File: config.mk
export PLATFORM = sky130hd
export DESIGN_NAME = l2_fill_arbiter
export DESIGN_NICKNAME = d
export VERILOG_FILES = /design/src/rtl/l2ctl_pkg.sv /design/src/rtl/l2_fill_arbiter.sv
export SDC_FILE = /design/constraint.sdc
export NUM_CORES = 1
export LEC_CHECK = 0
export ABC_AREA = 1
export CAP_MARGIN = 40
export CORE_ASPECT_RATIO = 0.7
export CORE_UTILIZATION = 57
export DETAILED_ROUTE_END_ITERATION = 10
export DONT_BUFFER_PORTS = 1
export PLACE_DENSITY = 0.85
export SLEW_MARGIN = 40
export SYNTH_ARGS = -nofsm -noshare
export SYNTH_HDL_FRONTEND = slang
export SYNTH_SLANG_ARGS = --single-unit
File: constraint.sdc
create_clock -name clk -period 1.6 [get_ports clk]
set_clock_uncertainty 0.05 [all_clocks]
set_input_delay 0.4 -clock clk [delete_from_list [all_inputs] [get_ports clk]]
set_output_delay 0.4 -clock clk [all_outputs]
set_load 0.01 [all_outputs]
File: src/rtl/l2ctl_pkg.sv
// rtl/l2ctl_pkg.sv - shared types and constants for the L2 fill arbiter
//
// Purpose: controller state encoding, fill-target encoding, block geometry
// helpers used by l2_fill_arbiter.
// Ports: none (package).
package l2ctl_pkg;

  typedef enum logic [2:0] {
    S_IDLE  = 3'd0,
    S_STORE = 3'd1,
    S_ISSUE = 3'd2,
    S_DRAIN = 3'd3,
    S_DONE  = 3'd4
  } state_e;

  typedef enum logic {
    TGT_I = 1'b0,
    TGT_D = 1'b1
  } tgt_e;

  // Byte-offset mask of a block of 'words' halfwords.
  function automatic int off_mask(input int words);
    return 2 * words - 1;
  endfunction

  // Counters must be able to hold 'words' itself (saturation value).
  function automatic int cnt_w(input int words);
    return $clog2(words) + 1;
  endfunction

  localparam int WORDS_DEF = 8;
  localparam int OFF_MASK  = off_mask(WORDS_DEF);
  localparam int CNT_W     = cnt_w(WORDS_DEF);

endpackage

File: src/rtl/l2_fill_arbiter.sv
// rtl/l2_fill_arbiter.sv - single owner of the shared L2 port: stores and I/D block fills
//
// Purpose: grants one of {store, D-miss, I-miss} at a time (in that priority),
// performs the one-cycle write-through store, or issues WORDS pipelined reads
// and streams the returned halfwords into the target cache, flagging the last.
// Ports:
//   clk, rst            clock, async active-low reset
//   imiss/_addr         I-cache miss request and byte address
//   dmiss/_addr         D-cache load miss request and byte address
//   st_req/_addr/_data  write-through store request; st_ack pulses when written
//   busy                controller not idle
//   mem_*               L2 port (en/wr/addr/wdata out, rdata/valid in)
//   fill_*              cache write port; fill_last marks the tag/valid install
module l2_fill_arbiter
  import l2ctl_pkg::*;
#(
  parameter int MEM_LAT = 4,
  parameter int WORDS   = WORDS_DEF,
  parameter int AW      = 16,
  parameter int DW      = 16
) (
  input  logic          clk,
  input  logic          rst,
  input  logic          imiss,
  input  logic [AW-1:0] imiss_addr,
  input  logic          dmiss,
  input  logic [AW-1:0] dmiss_addr,
  input  logic          st_req,
  input  logic [AW-1:0] st_addr,
  input  logic [DW-1:0] st_data,
  output logic          st_ack,
  output logic          busy,
  output logic          mem_en,
  output logic          mem_wr,
  output logic [AW-1:0] mem_addr,
  output logic [DW-1:0] mem_wdata,
  input  logic [DW-1:0] mem_rdata,
  input  logic          mem_valid,
  output logic          fill_we_i,
  output logic          fill_we_d,
  output logic [AW-1:0] fill_addr,
  output logic [DW-1:0] fill_data,
  output logic          fill_last
);

  localparam int            CW       = cnt_w(WORDS);
  localparam int            LW       = $clog2(MEM_LAT + 1);
  localparam logic [AW-1:0] BLK_MASK = AW'(off_mask(WORDS));
  localparam logic [CW-1:0] LAST_IDX = CW'(WORDS - 1);
  localparam logic [CW-1:0] FULL     = CW'(WORDS);
  localparam logic [LW-1:0] LAT_FULL = LW'(MEM_LAT);

  state_e        state_q, state_d;
  tgt_e          tgt_q, tgt_d;
  logic [AW-1:0] base_q, base_d;
  logic [CW-1:0] issue_cnt_q, issue_cnt_d;
  logic [CW-1:0] rcv_cnt_q, rcv_cnt_d;
  logic [LW-1:0] lat_cnt_q, lat_cnt_d;

  logic          st_ack_d, busy_d, mem_en_d, mem_wr_d;
  logic [AW-1:0] mem_addr_d, fill_addr_d;
  logic [DW-1:0] mem_wdata_d, fill_data_d;
  logic          fill_we_i_d, fill_we_d_d, fill_last_d;

  function automatic logic [AW-1:0] word_addr(input logic [AW-1:0] b,
                                               input logic [CW-1:0] idx);
    return b + (AW'(idx) << 1);
  endfunction

  always_comb begin
    state_d     = state_q;
    tgt_d       = tgt_q;
    base_d      = base_q;
    issue_cnt_d = issue_cnt_q;
    rcv_cnt_d   = rcv_cnt_q;
    lat_cnt_d   = lat_cnt_q;
    st_ack_d    = 1'b0;
    mem_en_d    = 1'b0;
    mem_wr_d    = 1'b0;
    mem_addr_d  = '0;
    mem_wdata_d = '0;
    fill_we_i_d = 1'b0;
    fill_we_d_d = 1'b0;
    fill_addr_d = '0;
    fill_data_d = '0;
    fill_last_d = 1'b0;

    case (state_q)
      S_IDLE: begin
        issue_cnt_d = '0;
        rcv_cnt_d   = '0;
        lat_cnt_d   = '0;
        if (st_req) begin
          // The registered mem_* outputs double as the latched store request.
          state_d     = S_STORE;
          mem_en_d    = 1'b1;
          mem_wr_d    = 1'b1;
          mem_addr_d  = st_addr;
          mem_wdata_d = st_data;
          st_ack_d    = 1'b1;
        end else if (dmiss || imiss) begin
          tgt_d       = dmiss ? TGT_D : TGT_I;
          base_d      = (dmiss ? dmiss_addr : imiss_addr) & ~BLK_MASK;
          state_d     = S_ISSUE;
          // Word 0 is issued straight from the grant so reads start next cycle.
          mem_en_d    = 1'b1;
          mem_addr_d  = base_d;
          issue_cnt_d = CW'(1);
        end
      end
      S_STORE: state_d = S_IDLE;
      S_ISSUE: begin
        mem_en_d    = 1'b1;
        mem_addr_d  = word_addr(base_q, issue_cnt_q);
        issue_cnt_d = issue_cnt_q + 1'b1;
        if (issue_cnt_q == LAST_IDX) state_d = S_DRAIN;
      end
      S_DRAIN: if (rcv_cnt_q == FULL) state_d = S_DONE;
      S_DONE:  state_d = S_IDLE;
      default: state_d = S_IDLE;
    endcase

    if (state_q == S_ISSUE || state_q == S_DRAIN) begin
      // No read can return before MEM_LAT cycles after the first issue, so
      // earlier mem_valid pulses are stale and must not consume a slot.
      if (lat_cnt_q != LAT_FULL) lat_cnt_d = lat_cnt_q + 1'b1;
      if (mem_valid && lat_cnt_q == LAT_FULL && rcv_cnt_q != FULL) begin
        fill_we_i_d = (tgt_q == TGT_I);
        fill_we_d_d = (tgt_q == TGT_D);
        fill_data_d = mem_rdata;
        fill_last_d = (rcv_cnt_q == LAST_IDX);
        // Bit 0 of the block-aligned address carries the valid-bit install.
        fill_addr_d = word_addr(base_q, rcv_cnt_q) | AW'(fill_last_d);
        rcv_cnt_d   = rcv_cnt_q + 1'b1;
      end
    end

    busy_d = (state_d != S_IDLE);
  end

  always_ff @(posedge clk or negedge rst) begin
    if (!rst) begin
      state_q     <= S_IDLE;
      tgt_q       <= TGT_I;
      base_q      <= '0;
      issue_cnt_q <= '0;
      rcv_cnt_q   <= '0;
      lat_cnt_q   <= '0;
      st_ack      <= 1'b0;
      busy        <= 1'b0;
      mem_en      <= 1'b0;
      mem_wr      <= 1'b0;
      mem_addr    <= '0;
      mem_wdata   <= '0;
      fill_we_i   <= 1'b0;
      fill_we_d   <= 1'b0;
      fill_addr   <= '0;
      fill_data   <= '0;
      fill_last   <= 1'b0;
    end else begin
      state_q     <= state_d;
      tgt_q       <= tgt_d;
      base_q      <= base_d;
      issue_cnt_q <= issue_cnt_d;
      rcv_cnt_q   <= rcv_cnt_d;
      lat_cnt_q   <= lat_cnt_d;
      st_ack      <= st_ack_d;
      busy        <= busy_d;
      mem_en      <= mem_en_d;
      mem_wr      <= mem_wr_d;
      mem_addr    <= mem_addr_d;
      mem_wdata   <= mem_wdata_d;
      fill_we_i   <= fill_we_i_d;
      fill_we_d   <= fill_we_d_d;
      fill_addr   <= fill_addr_d;
      fill_data   <= fill_data_d;
      fill_last   <= fill_last_d;
    end
  end

endmodule

==> metrics.log, run 1 <==
INFO  metric status = complete, but fails checks
INFO  metric violations = hold timing
INFO  metric wire_length_of_the_first_global_routing_pass = 15200 microns
INFO  metric hold_class = primary input to asynchronous set/reset pin
INFO  metric rsz_0062_raised_after_global_routing = true
INFO  metric endpoints_failing_hold = 96
INFO  metric postSynthRegisterBits = 96
INFO  metric clk_transition_reported_paths = 90 ps
INFO  metric cts_root_buf = sky130_fd_sc_hd__clkbuf_8
INFO  metric globalRouteOverflowTotal = 0
INFO  metric cts_buffers = 9
INFO  metric start_util = 0.592
INFO  metric timing.critical_path.fanout_max = 5
INFO  metric end_kind = flip-flop
INFO  metric core.rowCount = 26
INFO  metric cts_tree = yes
INFO  metric drt-vias-per-instance = 5.37
INFO  metric htree_levels = 3
INFO  metric leakagePower = 2.49 nW
INFO  metric largest_net_degree_at_the_start_of_global_routing = a little under 100
INFO  metric die_area = ~8000 sq um
INFO  metric average_detailed_routed_wire_length_per_instance = ~16 microns
INFO  metric drtPass1Iterations = 4
INFO  metric netlist_instances = between 400 and 500
INFO  metric async_reset_ff_frac = 1.00
INFO  metric switching_share = 0.379
INFO  metric power.combinational.fraction = 0.293
INFO  metric r2r_setup_slack = about 14 ps
INFO  metric postSynthAreaPerCell = 8.76 sq um
INFO  metric insertedDiodeCount = 0
INFO  metric max-clock-path-buffers = 2
INFO  metric power = approximately 7.5 mW
INFO  metric synth.top_cells.by_count = sky130_fd_sc_hd__nand2_1 (134), sky130_fd_sc_hd__dfrtp_1 (96), sky130_fd_sc_hd__nor2_1 (59)
INFO  metric cell_depth_of_the_worst_flop_to_flop_path = 9
INFO  metric placed_area = about 4400 sq um
INFO  metric timing.final.crit_period = about 1600 ps
INFO  metric drv_cap = 0
INFO  metric fin_area = around 4800 sq um
INFO  metric synth.area.top_cells = sky130_fd_sc_hd__dfrtp_1 (55%), sky130_fd_sc_hd__nand2_1 (12%), sky130_fd_sc_hd__nor2_1 (5.1%)
INFO  metric antenna_found_initial = 0
INFO  metric type_of_the_setup_path_with_the_least_slack = flip-flop to flip-flop
INFO  metric maxSlewViolCount = 0
INFO  metric num_vias = ~3300
INFO  metric critPathArrivalTime = 1830 ps
INFO  metric drc_errors = 0
INFO  metric p_clk_frac = 0.230
INFO  metric worst-endpoint-required = around 1900 ps
INFO  metric yosys.cell_count.top_type = sky130_fd_sc_hd__nand2_1
INFO  metric intPower = ~4.7 mW
INFO  metric post-synth-top-area-fraction = 0.554
INFO  metric syn_area = around 4300 sq um
INFO  metric setup_viol_count_final = 0
INFO  metric n_fill_cell = ~600
INFO  metric die_w = around 110 microns
INFO  metric dominantRegCellSynth = sky130_fd_sc_hd__dfrtp_1
INFO  metric top_level_ports = 157
INFO  metric drtIter0Drc = around 230
INFO  metric drive_above_1_share = 0.169
INFO  metric sequential_cell_fraction_of_total_power = 0.476
INFO  metric synthesis.nets = between 500 and 600
INFO  metric detail-route-antenna-nets = 0
INFO  metric finalCritPeriodShare = 0.992
INFO  metric clock_insertion_delay_worst_skew = around 360 ps
INFO  metric number_of_enable_flip_flop_cells_after_synthesis = 0
INFO  metric fmax = approximately 630 MHz
INFO  metric synth_area_leader_cell = sky130_fd_sc_hd__dfrtp_1
INFO  metric worst_pin_slew = 471 ps
INFO  metric first_global_vias = roughly 3000
INFO  metric worst_hold_margin = -322 ps
INFO  metric post-route-util = 0.659
INFO  metric port_buffer_count = 0
INFO  metric area_delta_synth_final = 11.3%
INFO  metric synthesis.yosys.warnings = 0
INFO  metric core-area = 7320 sq um
INFO  metric worstReg2RegStart = lat_cnt_q[0]
INFO  metric power_density = ~1600 nW/um^2
INFO  metric yosys.cell_types.count = 35
INFO  metric maxSlewHeadroom = 0.686
INFO  metric seq_area_frac_synth = 0.554
INFO  metric design.final.nets = approximately 600
INFO  metric routed_wl = between 9000 and 10000 microns
INFO  metric regToRegEndpoint = rcv_cnt_q[1]
INFO  metric power_switching = between 2 and 3 mW
INFO  metric worstSetupStartpointType = flip-flop
INFO  metric die_y = ~75 microns
INFO  metric track_usage = 0.256
INFO  metric clock-sinks = 96
INFO  metric gp_congestion = between 0.8 and 0.9
INFO  metric irDropWorstVdd = 792 uV
INFO  metric hpwl = 6920 microns
==> routing by layer <==
metal | vias to the layer above | GRT usage | part of all wire
li1 | 1557 | - | -
met5 | - | 0 | 0
met3 | 12 | 0.0823 | 0.093
met2 | 161 | 0.395 | 0.45
met4 | 0 | 0.0864 | 0.011
met1 | 1559 | 0.347 | 0.44
==> worst max path at each step <==
stage,from,endpoint,slack [ps],cells past startpoint
after floorplan,rcv_cnt_q[3],fill_addr[14],120,9
final,lat_cnt_q[0],rcv_cnt_q[1],10,9
after CTS,lat_cnt_q[0],rcv_cnt_q[2],10,8
after detailed placement,lat_cnt_q[0],fill_addr[7],-30,8
after global routing,lat_cnt_q[1],fill_addr[10],-30,8
after global placement,lat_cnt_q[0],fill_addr[7],70,8
==> repair_timing <==
item | in CTS | in global routing
buffers inserted | 1 | 7
endpoints found under the hold margin | 96 | 96
resized for setup | 3 | 21
cloned | 1 | 0
setup endpoints to repair | 5 | 17
pin swaps | 2 | 9
==> cells in the final DEF (no fill, tap or decap), types with 3 or more instances in the layout <==
cell type | Yosys | layout
sky130_fd_sc_hd__nand3_2 | 1 | 3
sky130_fd_sc_hd__nor2_2 | 13 | 13
sky130_fd_sc_hd__ha_2 | 0 | 4
sky130_fd_sc_hd__nand2_2 | 6 | 5
sky130_fd_sc_hd__inv_1 | 56 | 55
sky130_fd_sc_hd__a21oi_1 | 11 | 9
sky130_fd_sc_hd__nor2_1 | 59 | 57
sky130_fd_sc_hd__dfrtp_1 | 96 | 96
sky130_fd_sc_hd__a21boi_0 | 3 | 3
sky130_fd_sc_hd__nor2_4 | 5 | 8
sky130_fd_sc_hd__nand2_1 | 134 | 133
sky130_fd_sc_hd__clkbuf_8 | 0 | 10
sky130_fd_sc_hd__o21a_1 | 5 | 5
sky130_fd_sc_hd__buf_4 | 5 | 16
sky130_fd_sc_hd__ha_1 | 9 | 3
sky130_fd_sc_hd__nand3_1 | 33 | 31
sky130_fd_sc_hd__inv_2 | 4 | 4
sky130_fd_sc_hd__nand2_4 | 2 | 4
sky130_fd_sc_hd__o21ai_0 | 22 | 22
==> critical path, stage by stage (launching register included) <==
cell	delay, ps
sky130_fd_sc_hd__dfrtp_1	410
sky130_fd_sc_hd__inv_1	70
sky130_fd_sc_hd__ha_2	200
sky130_fd_sc_hd__nand2_4	70
sky130_fd_sc_hd__nor2_4	160
sky130_fd_sc_hd__nand2_4	110
sky130_fd_sc_hd__nor2_4	220
sky130_fd_sc_hd__buf_4	150
sky130_fd_sc_hd__nand2_1	40
sky130_fd_sc_hd__nand2_1	50
==> metrics by stage <==
step           setup WS [ps]  std cells  hold WS (ps)  setup TNS, ps
6_report                13.5        613          -322              0
2_1_floorplan            116        495          54.4              0
4_1_cts                 12.3        606          -343              0
5_1_grt                -33.1        613          -351           -151
3_3_place_gp            74.3        589          55.7              0
3_5_place_dp           -33.4        589          56.0          -33.4
==> layout make-up <==
class                           count  area, sq um  area share
Clock buffer                       10          138      0.0285
Clock inverter                      5         81.3      0.0169
Inverter                           62          236      0.0490
Multi-Input combinational cell    323         1680       0.349
Sequential cell                    96         2400       0.498
Tap cell                           98          123      0.0254
Timing Repair Buffer               19          163      0.0337
==> logic make-up after synthesis <==
family,Yosys count,synth area share
adders and majority gates,9,0.0260
AOI/OAI and AO/OA,52,0.0696
DFF,96,0.554
buffers and inverters,77,0.0796
and+or+nand+nor,260,0.269
xor gates and xnor gates,1,0.00202
==> state kept, by name (all words and copies together) (netlist names), 3 cells and up <==
signal and count:
fill_addr 16, mem_wdata 16, rcv_cnt_q 4, base_q 12, state_q 3, fill_data 16
mem_addr 16, lat_cnt_q 3, issue_cnt_q 4
==> power by group through the flow <==
stage	clock network (mW)	registers, mW	logic [mW]
floorplan	0	3.46	1.59
global placement	0	3.57	1.89
detailed placement	0	3.59	1.97
CTS	1.77	3.55	2.03
global route	1.84	3.65	2.49
finish	1.73	3.58	2.21
No activity file was read; power rests on OpenSTA's default activity.
==> run 2: changes to the inputs <==
- SETUP_SLACK_MARGIN: unset -> 0.15
==> run 2 against run 1 <==
Effect of this change:
- the run still ends with hold timing left
- non-clock buffer count increased by 11
- final area increased by 9.1%
- via count increased by 5.5%
- first-iteration DRC count decreased by 13%
- clock power decreased by 6%
- worst hold slack got worse by 11 ps
- utilization increased by 6.0 points
- maximum frequency increased by 3.6%
- critical path type unchanged
- highest routed layer unchanged
==> metrics.log, run 2 (synthesized netlist as in run 1, its figures left out) <==
INFO  metric power = 8.03 mW (+6.7%)
INFO  metric maxSlewViolCount = 0 (unchanged)
INFO  metric critPathArrivalTime = 1740 ps (-90 ps)
INFO  metric post_route_setup_slack = 68.1 ps (+54.6 ps)
INFO  metric rsz_0062_raised_after_global_routing = true
INFO  metric worstSetupStartpointType = flip-flop
INFO  metric clk_transition_reported_paths = 90 ps (about the same)
INFO  metric layout_common_cells = sky130_fd_sc_hd__nand2_1 (126), sky130_fd_sc_hd__dfrtp_1 (92), sky130_fd_sc_hd__inv_1 (51)
INFO  metric wl_met1 = 4580 microns (+4.2%)
INFO  metric type_of_the_setup_path_with_the_least_slack = flip-flop to flip-flop
INFO  metric leakagePower = 2.59 nW (+3.9%)
INFO  metric worst_pin_slew = 492 ps (+21.5 ps)
INFO  metric finalCritPeriodShare = 0.957 (-0.0341)
INFO  metric setup_viol_count_final = 0 (unchanged)
INFO  metric cts_root_buf = sky130_fd_sc_hd__clkbuf_8
INFO  metric crit_buf_inv = 1 (-1)
INFO  metric cts_tree = yes
INFO  metric placed_area = 4430 sq um (about the same)
INFO  metric fin_cells = 627 (+2.3%)
INFO  metric timing.critical_path.fanout_max = 3 (-2)
INFO  metric worst-endpoint-required = 1810 ps (-40 ps)
INFO  metric hpwl = 6750 microns (-2.5%)
INFO  metric drt-vias-per-instance = 5.53 (+3.1%)
INFO  metric first_global_vias = 2996 (-0.37%)
INFO  metric fin_area = 5270 sq um (+9.1%)
INFO  metric average_detailed_routed_wire_length_per_instance = 16.9 microns (+4.9%)
INFO  metric clock_insertion_delay_worst_skew = 370 ps (about the same)
INFO  metric die_y = 75.0 microns (unchanged)
INFO  metric top_level_ports = 157 (unchanged)
INFO  metric wire_length_of_the_first_global_routing_pass = 15300 microns (+0.77%)
INFO  metric core.rowCount = 26 (unchanged)
INFO  metric start_util = 0.592 (unchanged)
INFO  metric worst_hold_margin = -334 ps (-11.3 ps)
INFO  metric die_w = 106 microns (unchanged)
INFO  metric gp_congestion = 0.897 (-0.30%)
INFO  metric track_usage = 0.256 (about the same)
INFO  metric htree_levels = 3 (unchanged)
INFO  metric globalRouteOverflowTotal = 0 (unchanged)
INFO  metric num_vias = 3469 (+5.5%)
INFO  metric design.final.nets = 619 (+2.1%)
INFO  metric crit_chain = ha_2 > ha_4 > nand2_2 > nor2_4 > inv_2 > nor2_4 > nand3_2 > nand2_1 > nor2_1
INFO  metric insertedDiodeCount = 0 (unchanged)
INFO  metric core-area = 7320 sq um (unchanged)
INFO  metric power_density = 1520 nW/um^2 (-2.2%)
INFO  metric violations = hold timing
INFO  metric drtPass1Iterations = 5 (+1)
INFO  metric n_fill_cell = 528 (-12%)
INFO  metric status = complete, but fails checks
INFO  metric detail-route-antenna-nets = 0 (unchanged)
INFO  metric layout_commonest_cell = sky130_fd_sc_hd__nand2_1
INFO  metric max-clock-path-buffers = 2 (unchanged)
INFO  metric cts_buffers = 9 (unchanged)
INFO  metric drtIter0Drc = 198 (-13%)
INFO  metric irDropWorstVdd = 1120 uV (+42%)
INFO  metric largest_net_degree_at_the_start_of_global_routing = 97 (unchanged)
INFO  metric maxSlewHeadroom = 0.671 (-0.0143)
INFO  metric critical_path.most_common_cell = sky130_fd_sc_hd__nor2_4
INFO  metric routed.top_layer = met4
INFO  metric routed_wl = 10600 microns (+7.3%)
INFO  metric hold_class = primary input to asynchronous set/reset pin
INFO  metric end_kind = flip-flop
INFO  metric timing.critical_path.slowest_cell_delay = 390 ps (-20 ps)
INFO  metric endpoints_failing_hold = 96 (unchanged)
INFO  metric drc_errors = 0 (unchanged)
INFO  metric path_delay_family = simple AND/OR/NAND/NOR gates
INFO  metric dr_wl_met3 = 952 microns (+3.4%)
INFO  metric drv_cap = 0 (unchanged)
INFO  metric clock-sinks = 96 (unchanged)
INFO  metric timing.final.crit_period = 1530 ps (-54.6 ps)
INFO  metric met2RoutedLength = 4900 microns (+9.6%)
INFO  metric die_area = 7960 sq um (unchanged)
INFO  metric fmax = 653 MHz (+3.6%)
INFO  metric placed_cells_incl_taps = 589 (unchanged)
INFO  metric post-route-util = 0.719 (+0.0602)
INFO  metric antenna_found_initial = 0 (unchanged)
INFO  metric post-place-ws = -0.00155 ps (+33.4 ps)
INFO  metric drive_above_1_share = 0.278 (+0.109)
INFO  metric area_delta_synth_final = 21.5%
INFO  metric setup_tns = 0 ps (unchanged)
INFO  metric critical-path-slowest-cell = sky130_fd_sc_hd__dfrtp_1
INFO  metric port_buffer_count = 0 (unchanged)
## run 2: cell count changes in the layout (fill, tap and decap cells not counted), sizes merged
cell and change:
buf +10, bufinv -1, inv +2, clkbuf +2
nand2 +2, clkinv -1
## run 2: where the power goes
group | total, mW | internal (mW) | leakage [nW] | switching (mW)
sequential | 3.61 | 2.97 | 1.28 | 0.638
combinational | 2.78 | 1.06 | 1.21 | 1.72
clock | 1.63 | 0.777 | 0.100 | 0.857
total | 8.03 | 4.81 | 2.59 | 3.22
## run 2: worst reg2reg max path, delay by kind of cell (launching register included)
kind / cells / cell delay (ps)
flip-flops: 1 / 390
AND/OR/NAND/NOR: 6 / 550
buffers and inverters: 1 / 60
adder cells (fa/ha/maj): 2 / 370
## run 2: area by class of cell
type                    count  area [sq um]  area share
flip-flops and latches     96          2410       0.457
clock buffers              11           141      0.0268
clock inverters             5          63.8      0.0121
well taps                  98           123      0.0233
multi-input cells         325          1990       0.379
repair buffers             30           300      0.0570
inverters                  62           236      0.0449
## run 2: repair_timing
| action | in CTS | in global routing |
|---|---|---|
| pin swaps | 11 | 27 |
| endpoints found under the hold margin | 96 | 96 |
| resized for setup | 16 | 103 |
| endpoints found under the setup margin | 50 | 57 |
| cloned | 1 | 3 |
| setup buffers | 6 | 12 |
## run 2: routing by layer
metal / track usage / vias up
met5: 0 / -
met4: 0.0818 / 0
met3: 0.0736 / 16
met2: 0.376 / 178
met1: 0.370 / 1680
li1: - / 1595
## run 2: final timing paths
check,slack (ps),startpoint,depth (start not counted),endpoint
setup reg to reg,70,base_q[4],9,fill_addr[14]
max in group asynchronous,1680,rst,0,base_q[7]
hold / removal,-330,rst,0,fill_data[0]
hold reg to reg,460,tgt_q,1,fill_we_i
min in group clk,90,st_req,2,mem_wdata[13]
setup / recovery,70,base_q[4],9,fill_addr[14]
==> run 3: changes to the inputs <==
- HOLD_SLACK_MARGIN: unset -> 0.08
==> run 3 against run 2 <==
Effect of this change:
- the flow still finishes with violations (hold timing)
- final cell count rose by 1.3%
- global-route usage rose by 0.37 points
- final area rose by 1.5%
- sequential cell count did not move
- sequential share of layout area fell by 0.68 points
- critical path depth did not move
- first-iteration DRC count rose by 1.5%
- clock power barely moved
- worst setup slack got worse by 1.6 ps
==> metrics.log, run 3 (synthesized netlist as in run 1, its figures left out) <==
INFO  metric detail-route-antenna-nets = 0 (unchanged)
INFO  metric type_of_the_setup_path_with_the_least_slack = flip-flop to flip-flop
INFO  metric hold_class = primary input to asynchronous set/reset pin
INFO  metric cts_root_buf = sky130_fd_sc_hd__clkbuf_8
INFO  metric port_buffer_count = 0 (unchanged)
INFO  metric area_delta_synth_final = 23.3%
INFO  metric core.rowCount = 26 (unchanged)
INFO  metric irDropWorstVdd = 1110 uV (-0.69%)
INFO  metric worstSetupStartpointType = flip-flop
INFO  metric cts_buffers = 9 (unchanged)
INFO  metric clock-sinks = 96 (unchanged)
INFO  metric placed_area = 4430 sq um (unchanged)
INFO  metric fin_cells = 635 (+1.3%)
INFO  metric power = 8.06 mW (+0.36%)
INFO  metric drive_above_1_share = 0.274 (-0.00414)
INFO  metric largest_net_degree_at_the_start_of_global_routing = 97 (unchanged)
INFO  metric register_area = 2410 sq um (unchanged)
INFO  metric clock_insertion_delay_worst_skew = 370 ps (about the same)
INFO  metric post_route_setup_slack = 66.5 ps (-1.65 ps)
INFO  metric die_y = 75.0 microns (unchanged)
INFO  metric rsz_0062_raised_after_global_routing = true
INFO  metric timing.critical_path.fanout_max = 3 (unchanged)
INFO  metric placed_cells_incl_taps = 589 (unchanged)
INFO  metric endpoints_failing_hold = 96 (unchanged)
INFO  metric post-place-ws = -0.00155 ps (unchanged)
INFO  metric setup_viol_count_final = 0 (unchanged)
INFO  metric worst_pin_slew = 489 ps (-3.34 ps)
INFO  metric routed_wl = 10900 microns (+2.2%)
INFO  metric status = complete, but fails checks
INFO  metric violations = hold timing
INFO  metric die_w = 106 microns (unchanged)
INFO  metric finalCritPeriodShare = 0.958 (+0.00103)
INFO  metric multi_input_area = 1990 sq um (unchanged)
INFO  metric fmax = 652 MHz (-0.11%)
INFO  metric r2r_setup_slack = 70 ps (about the same)
INFO  metric drtPass1Iterations = 5 (unchanged)
INFO  metric top_level_ports = 157 (unchanged)
INFO  metric n_fill_cell = 517 (-2.1%)
INFO  metric average_detailed_routed_wire_length_per_instance = 17.1 microns (+0.93%)
INFO  metric critPathArrivalTime = 1740 ps (about the same)
INFO  metric design.final.nets = 627 (+1.3%)
INFO  metric end_kind = flip-flop
INFO  metric worst_hold_margin = -332 ps (+1.53 ps)
INFO  metric maxSlewViolCount = 0 (unchanged)
INFO  metric drc_errors = 0 (unchanged)
INFO  metric drtIter0Drc = 201 (+1.5%)
INFO  metric globalRouteOverflowTotal = 0 (unchanged)
INFO  metric regToRegEndpoint = fill_addr[14]
INFO  metric hpwl = 6750 microns (unchanged)
INFO  metric timing.final.crit_period = 1530 ps (+1.65 ps)
INFO  metric worst-endpoint-required = 1810 ps (about the same)
INFO  metric num_vias = 3493 (+0.69%)
INFO  metric first_global_vias = 3035 (+1.3%)
INFO  metric insertedDiodeCount = 0 (unchanged)
INFO  metric track_usage = 0.260 (+0.00371)
INFO  metric die_area = 7960 sq um (unchanged)
INFO  metric drv_cap = 0 (unchanged)
INFO  metric core-area = 7320 sq um (unchanged)
INFO  metric antenna_found_initial = 0 (unchanged)
INFO  metric clk_transition_reported_paths = 90 ps (about the same)
INFO  metric cell_depth_of_the_worst_flop_to_flop_path = 9 (unchanged)
INFO  metric start_util = 0.592 (unchanged)
INFO  metric fin_area = 5350 sq um (+1.5%)
INFO  metric worstReg2RegStart = base_q[4]
INFO  metric cts_tree = yes
INFO  metric max-clock-path-buffers = 2 (unchanged)
INFO  metric layout_commonest_cell = sky130_fd_sc_hd__nand2_1
INFO  metric maxSlewHeadroom = 0.674 (+0.00223)
INFO  metric wire_length_of_the_first_global_routing_pass = 15500 microns (+1.4%)
INFO  metric layout_common_cells = sky130_fd_sc_hd__nand2_1 (126), sky130_fd_sc_hd__dfrtp_1 (92), sky130_fd_sc_hd__inv_1 (51)
INFO  metric gp_congestion = 0.897 (unchanged)
INFO  metric leakagePower = 2.62 nW (+1.3%)
INFO  metric htree_levels = 3 (unchanged)
INFO  metric drt-vias-per-instance = 5.50 (-0.58%)
INFO  metric power_density = 1510 nW/um^2 (-1.1%)
run 3: what timing repair did:
action                                 4_1_cts  5_1_grt
buffers inserted                             6       12
gates resized for setup                     16      103
endpoints found under the hold margin      111       98
hold buffers                                 6        2
pin swaps                                   11       27
cloned                                       1        3
setup endpoints to repair                   50       57
run 3: how the worst max path moves through the flow:
stage / from / endpoint / slack, ps / depth (start not counted)
final: base_q[4] / fill_addr[14] / 70 / 9
after global routing: base_q[4] / fill_addr[14] / -7 / 9
after CTS: lat_cnt_q[1] / fill_addr[11] / 70 / 8
after detailed placement: lat_cnt_q[0] / fill_addr[11] / -0.002 / 8
after global placement: lat_cnt_q[0] / fill_addr[7] / 70 / 8
after floorplan: rcv_cnt_q[3] / fill_addr[14] / 170 / 9
run 3: routing by layer:
metal,share of wire,vias up,global-route usage
li1,-,1611,-
met1,0.43,1699,0.375
met2,0.46,168,0.382
met3,0.091,15,0.0745
met4,0.015,0,0.0818
met5,0,-,0
run 3: area by class of cell:
| cell class | instances | area share |
|---|---|---|
| clock buffers | 11 | 0.0264 |
| clock inverters | 5 | 0.0119 |
| inverters | 62 | 0.0442 |
| multi-input cells | 325 | 0.373 |
| flip-flops and latches | 96 | 0.450 |
| well taps | 98 | 0.0229 |
| repair buffers | 38 | 0.0711 |
run 3: worst max-delay path, cell delays in order (launching register included):
cell and delay (ps):
sky130_fd_sc_hd__dfrtp_1 390, sky130_fd_sc_hd__ha_2 230, sky130_fd_sc_hd__ha_4 140, sky130_fd_sc_hd__nand2_2 70, sky130_fd_sc_hd__nor2_4 150, sky130_fd_sc_hd__inv_2 60, sky130_fd_sc_hd__nor2_4 160, sky130_fd_sc_hd__nand3_2 70
sky130_fd_sc_hd__nand2_1 60, sky130_fd_sc_hd__nor2_1 40
run 3: report_power, final:
| group | switching [mW] | leakage, nW | internal [mW] |
|---|---|---|---|
| logic | 1.73 | 1.24 | 1.07 |
| registers | 0.638 | 1.28 | 2.97 |
| clock network | 0.864 | 0.100 | 0.777 |
run 3: metrics by stage:
| stage | setup TNS, ps | utilization | hold slack [ps] |
|---|---|---|---|
| after global placement | 0 | 0.605 | 55.7 |
| final | 0 | 0.730 | -332 |
| after floorplan | 0 | - | 54.4 |
| after global routing | -10.8 | 0.730 | -351 |
| after detailed placement | -0.00155 | 0.605 | 55.6 |
| after CTS | 0 | 0.660 | -347 |
